[src/rtl/gfx_pkg.sv]
// gfx_pkg: shared definitions for the byte-command graphics sequencer.
//   OP_POINT / OP_LINE : command opcodes
//   state_e            : sequencer FSM states
//   nb_of / ew_of      : operand byte count per coordinate and Bresenham datapath width
package gfx_pkg;

  localparam logic [7:0] OP_POINT = 8'h50;
  localparam logic [7:0] OP_LINE  = 8'h4C;

  typedef enum logic [2:0] {IDLE, ARGS, SETUP, DRAW, EMIT, DONE} state_e;

  // Bytes per coordinate, sent LSB first.
  function automatic int unsigned nb_of(input int unsigned coord_w);
    return (coord_w + 7) / 8;
  endfunction

  // Signed width for dx/dy/err: coordinate width plus sign plus headroom.
  function automatic int unsigned ew_of(input int unsigned coord_w);
    return coord_w + 2;
  endfunction

endpackage

[src/rtl/gfx_line_stepper.sv]
// gfx_line_stepper: Bresenham line datapath covering all octants.
// Ports:
//   clk, rst_n           clock, asynchronous active-low reset
//   i_load               latch endpoints, compute dx/dy/sx/sy/err, set (x,y)=(xs,ys)
//   i_step               advance one Bresenham step
//   i_xs, i_ys, i_xe, i_ye  start and end coordinates (sampled on i_load)
//   o_x, o_y             current pixel
//   o_at_end             current pixel equals the end point
module gfx_line_stepper
  import gfx_pkg::*;
#(
  parameter int unsigned COORD_W = 8
) (
  input  logic               clk,
  input  logic               rst_n,
  input  logic               i_load,
  input  logic               i_step,
  input  logic [COORD_W-1:0] i_xs,
  input  logic [COORD_W-1:0] i_ys,
  input  logic [COORD_W-1:0] i_xe,
  input  logic [COORD_W-1:0] i_ye,
  output logic [COORD_W-1:0] o_x,
  output logic [COORD_W-1:0] o_y,
  output logic               o_at_end
);

  localparam int unsigned E = ew_of(COORD_W);

  logic [COORD_W-1:0] r_x, r_y, r_xe, r_ye;
  logic signed [E-1:0] r_dx, r_dy, r_err;
  logic                r_sx_neg, r_sy_neg;

  logic signed [E-1:0] w_ddx, w_ddy, w_dx0, w_dy0, w_err_d;
  logic signed [E:0]   w_e2, w_dx_ext, w_dy_ext;
  logic                w_mv_x, w_mv_y;

  // Setup values from the incoming endpoints; dy is kept negative.
  assign w_ddx = $signed({2'b00, i_xe}) - $signed({2'b00, i_xs});
  assign w_ddy = $signed({2'b00, i_ye}) - $signed({2'b00, i_ys});
  assign w_dx0 = w_ddx[E-1] ? -w_ddx : w_ddx;
  assign w_dy0 = w_ddy[E-1] ? w_ddy : -w_ddy;

  // One extra bit on e2 so 2*err never wraps.
  assign w_e2     = {r_err, 1'b0};
  assign w_dx_ext = {r_dx[E-1], r_dx};
  assign w_dy_ext = {r_dy[E-1], r_dy};
  assign w_mv_x   = (w_e2 >= w_dy_ext);
  assign w_mv_y   = (w_e2 <= w_dx_ext);
  assign w_err_d  = r_err + (w_mv_x ? r_dy : '0) + (w_mv_y ? r_dx : '0);

  always_ff @(posedge clk or negedge rst_n) begin
    if (!rst_n) begin
      r_x      <= '0;
      r_y      <= '0;
      r_xe     <= '0;
      r_ye     <= '0;
      r_dx     <= '0;
      r_dy     <= '0;
      r_err    <= '0;
      r_sx_neg <= 1'b0;
      r_sy_neg <= 1'b0;
    end else if (i_load) begin
      r_x      <= i_xs;
      r_y      <= i_ys;
      r_xe     <= i_xe;
      r_ye     <= i_ye;
      r_dx     <= w_dx0;
      r_dy     <= w_dy0;
      r_err    <= w_dx0 + w_dy0;
      r_sx_neg <= w_ddx[E-1];
      r_sy_neg <= w_ddy[E-1];
    end else if (i_step) begin
      if (w_mv_x) r_x <= r_sx_neg ? r_x - COORD_W'(1) : r_x + COORD_W'(1);
      if (w_mv_y) r_y <= r_sy_neg ? r_y - COORD_W'(1) : r_y + COORD_W'(1);
      r_err <= w_err_d;
    end
  end

  assign o_x      = r_x;
  assign o_y      = r_y;
  assign o_at_end = (r_x == r_xe) && (r_y == r_ye);

endmodule

[src/rtl/gfx_raster_seq.sv]
// gfx_raster_seq: byte-command graphics sequencer ('P' point, 'L' line) with a
// one-pixel-per-clock valid/ready pixel stream.
// Ports:
//   clk, rst_n                      clock, asynchronous active-low reset
//   cmd_data/cmd_valid/cmd_ready    command and operand byte stream
//   pix_x/pix_y/pix_color           pixel coordinate and colour
//   pix_valid/pix_ready/pix_last    pixel handshake; pix_last marks the end point
//   busy                            any state other than IDLE
//   done                            1-cycle pulse when a command completes
//   cmd_err                         1-cycle pulse on an unknown opcode
// Build option: define GFX_CLIP_EN to suppress pixels outside SCREEN_W x SCREEN_H.
module gfx_raster_seq
  import gfx_pkg::*;
#(
  parameter int unsigned COORD_W  = 8,
  parameter int unsigned COLOR_W  = 8,
  parameter int unsigned SCREEN_W = 160,
  parameter int unsigned SCREEN_H = 120
) (
  input  logic               clk,
  input  logic               rst_n,
  input  logic [7:0]         cmd_data,
  input  logic               cmd_valid,
  output logic               cmd_ready,
  output logic [COORD_W-1:0] pix_x,
  output logic [COORD_W-1:0] pix_y,
  output logic [COLOR_W-1:0] pix_color,
  output logic               pix_valid,
  input  logic               pix_ready,
  output logic               pix_last,
  output logic               busy,
  output logic               done,
  output logic               cmd_err
);

  localparam int unsigned NB       = nb_of(COORD_W);
  localparam int unsigned NBYTES_P = 2 * NB + 1;
  localparam int unsigned NBYTES_L = 4 * NB + 1;

  if (COORD_W < 8 || COORD_W > 16 || COLOR_W < 1 || COLOR_W > 8 ||
      SCREEN_W == 0 || SCREEN_H == 0) begin : g_bad_param
    $error("gfx_raster_seq: parameter out of range");
  end

  state_e             r_state;
  logic [3:0]         r_cnt;
  logic [3:0]         r_idx;
  logic               r_is_line;
  logic [COORD_W-1:0] r_crd [4];  // Xs, Ys, Xe, Ye (point uses Xs, Ys)
  logic [COLOR_W-1:0] r_color;
  logic               r_cmd_ready, r_busy, r_done, r_cmd_err;
  logic               r_emit;     // in DRAW or EMIT

  logic               w_accept, w_last, w_load, w_adv, w_step, w_clip;
  logic [COORD_W-1:0] w_x, w_y, w_xe, w_ye;
  logic               w_at_end;

  assign w_accept = cmd_valid && r_cmd_ready;
  assign w_last   = (r_cnt == 4'd1);

  // A point is a degenerate line; it is loaded straight from ARGS so its pixel
  // is valid the cycle after the colour byte. Lines load during SETUP.
  assign w_load = ((r_state == ARGS) && w_accept && w_last && !r_is_line) ||
                  (r_state == SETUP);
  assign w_xe   = r_is_line ? r_crd[2] : r_crd[0];
  assign w_ye   = r_is_line ? r_crd[3] : r_crd[1];

`ifdef GFX_CLIP_EN
  assign w_clip = (32'(w_x) >= SCREEN_W) || (32'(w_y) >= SCREEN_H);
`else
  assign w_clip = 1'b0;
`endif

  // Clipped pixels advance without a handshake.
  assign w_adv  = r_emit && (pix_ready || w_clip);
  assign w_step = w_adv && !w_at_end;

  gfx_line_stepper #(
    .COORD_W (COORD_W)
  ) u_stepper (
    .clk      (clk),
    .rst_n    (rst_n),
    .i_load   (w_load),
    .i_step   (w_step),
    .i_xs     (r_crd[0]),
    .i_ys     (r_crd[1]),
    .i_xe     (w_xe),
    .i_ye     (w_ye),
    .o_x      (w_x),
    .o_y      (w_y),
    .o_at_end (w_at_end)
  );

  always_ff @(posedge clk or negedge rst_n) begin
    if (!rst_n) begin
      r_state     <= IDLE;
      r_cnt       <= '0;
      r_idx       <= '0;
      r_is_line   <= 1'b0;
      for (int f = 0; f < 4; f++) r_crd[f] <= '0;
      r_color     <= '0;
      r_cmd_ready <= 1'b1;
      r_busy      <= 1'b0;
      r_done      <= 1'b0;
      r_cmd_err   <= 1'b0;
      r_emit      <= 1'b0;
    end else begin
      r_cmd_err <= 1'b0;
      case (r_state)
        IDLE: begin
          if (w_accept) begin
            if (cmd_data == OP_POINT || cmd_data == OP_LINE) begin
              r_state   <= ARGS;
              r_busy    <= 1'b1;
              r_is_line <= (cmd_data == OP_LINE);
              r_cnt     <= (cmd_data == OP_LINE) ? 4'(NBYTES_L) : 4'(NBYTES_P);
              r_idx     <= '0;
            end else begin
              r_cmd_err <= 1'b1;
            end
          end
        end
        ARGS: begin
          if (w_accept) begin
            r_cnt <= r_cnt - 4'd1;
            r_idx <= r_idx + 4'd1;
            if (w_last) begin
              // Final byte is always the colour; upper bits are dropped.
              r_color     <= cmd_data[COLOR_W-1:0];
              r_cmd_ready <= 1'b0;
              if (r_is_line) begin
                r_state <= SETUP;
              end else begin
                r_state <= EMIT;
                r_emit  <= 1'b1;
              end
            end else begin
              // Byte idx holds bits [8*(idx%NB) +: 8] of coordinate idx/NB.
              for (int f = 0; f < 4; f++) begin
                for (int i = 0; i < int'(COORD_W); i++) begin
                  if (r_idx == 4'(f * int'(NB) + i / 8)) r_crd[f][i] <= cmd_data[i % 8];
                end
              end
            end
          end
        end
        SETUP: begin
          r_state <= DRAW;
          r_emit  <= 1'b1;
        end
        DRAW, EMIT: begin
          if (w_adv && w_at_end) begin
            r_state <= DONE;
            r_emit  <= 1'b0;
            r_done  <= 1'b1;
          end
        end
        DONE: begin
          r_state     <= IDLE;
          r_done      <= 1'b0;
          r_busy      <= 1'b0;
          r_cmd_ready <= 1'b1;
        end
        default: r_state <= IDLE;
      endcase
    end
  end

  assign cmd_ready = r_cmd_ready;
  assign busy      = r_busy;
  assign done      = r_done;
  assign cmd_err   = r_cmd_err;
  assign pix_x     = w_x;
  assign pix_y     = w_y;
  assign pix_color = r_color;
  assign pix_valid = r_emit && !w_clip;
  assign pix_last  = pix_valid && w_at_end;

endmodule

[config.mk]
export PLATFORM = sky130hd
export DESIGN_NAME = gfx_raster_seq
export DESIGN_NICKNAME = d
export VERILOG_FILES = /design/src/rtl/gfx_pkg.sv /design/src/rtl/gfx_line_stepper.sv /design/src/rtl/gfx_raster_seq.sv
export SDC_FILE = /design/constraint.sdc
export NUM_CORES = 1
export LEC_CHECK = 0
export CORE_UTILIZATION = 52
export DETAILED_ROUTE_END_ITERATION = 10
export PLACE_DENSITY = 0.7
export SLEW_MARGIN = 20
export SYNTH_ARGS = -nofsm -noshare
export SYNTH_HDL_FRONTEND = slang
export SYNTH_SLANG_ARGS = --single-unit
export TNS_END_PERCENT = 30
[constraint.sdc]
create_clock -name clk -period 5.7 [get_ports clk]
set_input_delay 0.855 -clock clk [delete_from_list [all_inputs] [get_ports clk]]
set_output_delay 0.855 -clock clk [all_outputs]
set_load 0.03 [all_outputs]
==> results.json <==
{
  "outcome": "finished clean",
  "initial_core_util_pct": 53.64,
  "die_y_um": 130.2,
  "ys_async_sr_fraction_pct": 100.0,
  "grt_start_max_net_pins": 72,
  "synthDistinctLibCells": 70,
  "holdCritPathClass": "in2async",
  "vias": 6630,
  "area_delta_synth_final_pct": 14.00,
  "path_class": "reg2reg",
  "setup_tns_ns": 0,
  "drt-vias-per-instance": 5.557,
  "path_buf_inv": 1,
  "synth_area_mm2": 0.008552,
  "fillerInstances": 1396,
  "cpPeakStageDelay_ns": 0.63,
  "synth-seq-cells": 121,
  "io_pins": 42,
  "layout_commonest_cell": "dfrtp_1",
  "route.antenna.remaining_nets": 0,
  "cts-resized-gates": 0,
  "yosysWarnings": 0,
  "totalWireLength_um": 19920,
  "syn_area_per_cell_um2": 9.275,
  "min_period_over_period_pct": 85.08,
  "finalHoldViolCount": 0,
  "path_cells": "mux2i_1 -> ha_1 -> inv_1 -> fa_1 -> a211oi_1 -> o21ai_0 -> a21o_1 -> a21oi_2 -> mux2_2 -> fa_1 -> a21o_1 -> a21oi_1 -> o21bai_1 -> a2111oi_0 -> nor3_1 -> xnor2_1 -> a2bb2oi_1",
  "setup_violations": 0,
  "n_antenna_cell": 0,
  "worstPathMaxFanout": 18,
  "std_cell_rows": 46,
  "cts-root-buf": "clkbuf_16",
  "synth_nets": 1022,
  "dieArea_mm2": 0.01696,
  "cts_buffer_depth": 2,
  "routed-wl-met3_um": 875,
  "drv_cap": 0,
  "cp_slowest_cell": "dfrtp_1",
  "hpwl_um": 15280,
  "ctsHoldBuffers": 0,
  "slew_violations": 0,
  "layout-drive-gt1-share_pct": 11.57,
  "numCtsBuffers": 17,
  "routabilityCongestion": 0.8539,
  "ys_seq_area_share_pct": 35.42,
  "clock_sinks": 121,
  "cts_tree": "built",
  "dominantRegCellSynth": "dfrtp_1",
  "io_buffers": 41,
  "drt_first_pass_iters": 5,
  "period_needed_ns": 4.850,
  "grt_overflow_total": 0,
  "htreeDepth": 4,
  "design.core.area_mm2": 0.01594,
  "drc": 0,
  "drtIter0Drc": 519,
  "synth_edf_count": 0,
  "fin_nets": 1064,
  "fp.dieW_um": 130.2,
  "tightest_slew_ns": 0.9379,
  "mostFrequentLayoutCells": "dfrtp_1 (120), nor2_1 (102), inv_1 (86)",
  "avgRoutedWirePerCell_um": 16.70,
  "wl_met1_um": 9529,
  "cp-start-kind": "register",
  "antenna_found_initial": 0,
  "path_delay_family": "compound AO/OA/AOI/OAI gates",
  "critPathCaptureType": "register",
  "rsz0062_at_grt": "no",
  "grt_usage_pct": 25.53,
  "synthCells": 922,
  "clk_latency_ns": 0.42,
  "crit_arrival_ns": 5.14,
  "crit_required_ns": 5.99,
  "clk_pin_slew_ns": 0.06,
  "routed.top_layer": "met4",
  "post_cts_buffers": 0,
  "dr_wl_met2_um": 9108,
  "fmax_mhz": 206.2,
  "finalClockSkew_ns": 0.009262,
  "grt_pass1_wl_um": 32730,
  "grt_pass1_vias": 6506,
  "maxSlewHeadroom_pct": 36.90
}
==> per-layer routing <==
layer	vias up	track usage, %
met1	3199	34.67
li1	3252	-
met2	147	40.52
met4	0	8.482
met3	32	5.494
met5	-	0
==> synthesized netlist by cell type, types with 6 or more instances <==
cell / instances / area [µm²]
a31oi_1: 7 / 43.79
nand2_1: 83 / 311.6
buf_2: 13 / 65.06
nor3_1: 20 / 100.1
nand3b_1: 6 / 45.04
and2_1: 6 / 37.54
clkbuf_1: 10 / 37.54
nand2b_1: 6 / 37.54
o31ai_1: 8 / 60.06
nand3_1: 14 / 70.07
xnor2_1: 52 / 455.4
mux2_2: 51 / 574.3
a21o_1: 10 / 75.07
nor2b_1: 10 / 62.56
a21oi_1: 39 / 195.2
xor2_1: 10 / 87.58
o21a_1: 8 / 60.06
mux2i_1: 20 / 200.2
inv_1: 86 / 322.8
dfrtp_1: 120 / 3003
nand4_1: 9 / 56.30
fa_1: 15 / 300.3
nor2_1: 102 / 382.9
o21ai_0: 59 / 295.3
ha_1: 73 / 913.4
==> layout make-up <==
| cell class | count | area, µm² | area share (%) |
|---|---|---|---|
| clock buffer | 19 | 442.9 | 4.543 |
| clock inverter | 13 | 133.9 | 1.373 |
| inverter | 86 | 322.8 | 3.311 |
| multi-input combinational | 690 | 5090 | 52.21 |
| sequential | 121 | 3029 | 31.07 |
| tap | 216 | 270.3 | 2.772 |
| timing repair buffer | 48 | 460.4 | 4.723 |
==> logic make-up after synthesis <==
logic type                 Yosys count  synth area share, %
and+or+nand+nor                    292                16.37
AOI/OAI and AO/OA                  174                12.80
DFF                                121                35.42
buffers and inverters              111                5.194
adders and majority gates           88                14.19
muxes                               73                9.407
xor gates and xnor gates            63                6.613
==> flip-flops by register name (all words and copies together) (netlist names), 3 cells and up <==
signal	count
r_crd	32
r_state	3
u_stepper.r_dx	10
r_idx	4
u_stepper.r_xe	8
u_stepper.r_dy	10
u_stepper.o_x	8
u_stepper.r_err	10
u_stepper.r_ye	8
pix_color	8
u_stepper.o_y	8
r_cnt	4
==> final timing paths <==
check,start,to,slack [ns],cells past startpoint
max,r_is_line$_DFFE_PN0P_,u_stepper.r_err[8]$_DFFE_PN0P_,0.85,17
min,rst_n,r_cnt[3]$_DFFE_PN0P_,0.47,1
max reg2reg,r_is_line$_DFFE_PN0P_,u_stepper.r_err[8]$_DFFE_PN0P_,0.85,17
min reg2reg,pix_color[6]$_DFFE_PN0P_,pix_color[6]$_DFFE_PN0P_,0.50,1
max in group asynchronous,rst_n,u_stepper.o_y[4]$_DFFE_PN0P_,3.89,2
min in group clk,pix_color[6]$_DFFE_PN0P_,pix_color[6]$_DFFE_PN0P_,0.50,1
==> per-stage QoR <==
| stage | util (%) | hold WS, ns | area, µm² | instances | setup slack [ns] |
|---|---|---|---|---|---|
| after floorplan | - | 0.4659 | 8552 | 922 | 1.048 |
| after global placement | 57.53 | 0.4860 | 9173 | 1161 | 0.9988 |
| after detailed placement | 57.53 | 0.4933 | 9173 | 1161 | 0.8936 |
| after CTS | 61.15 | 0.4890 | 9749 | 1193 | 0.8699 |
| after global routing | 61.15 | 0.5120 | 9749 | 1193 | 0.5348 |
| final | 61.15 | 0.4739 | 9749 | 1193 | 0.8505 |
Power is left out: the tool's default activity adds up to more than one toggle a clock period on the data nets, which glitch-free logic cannot reach.
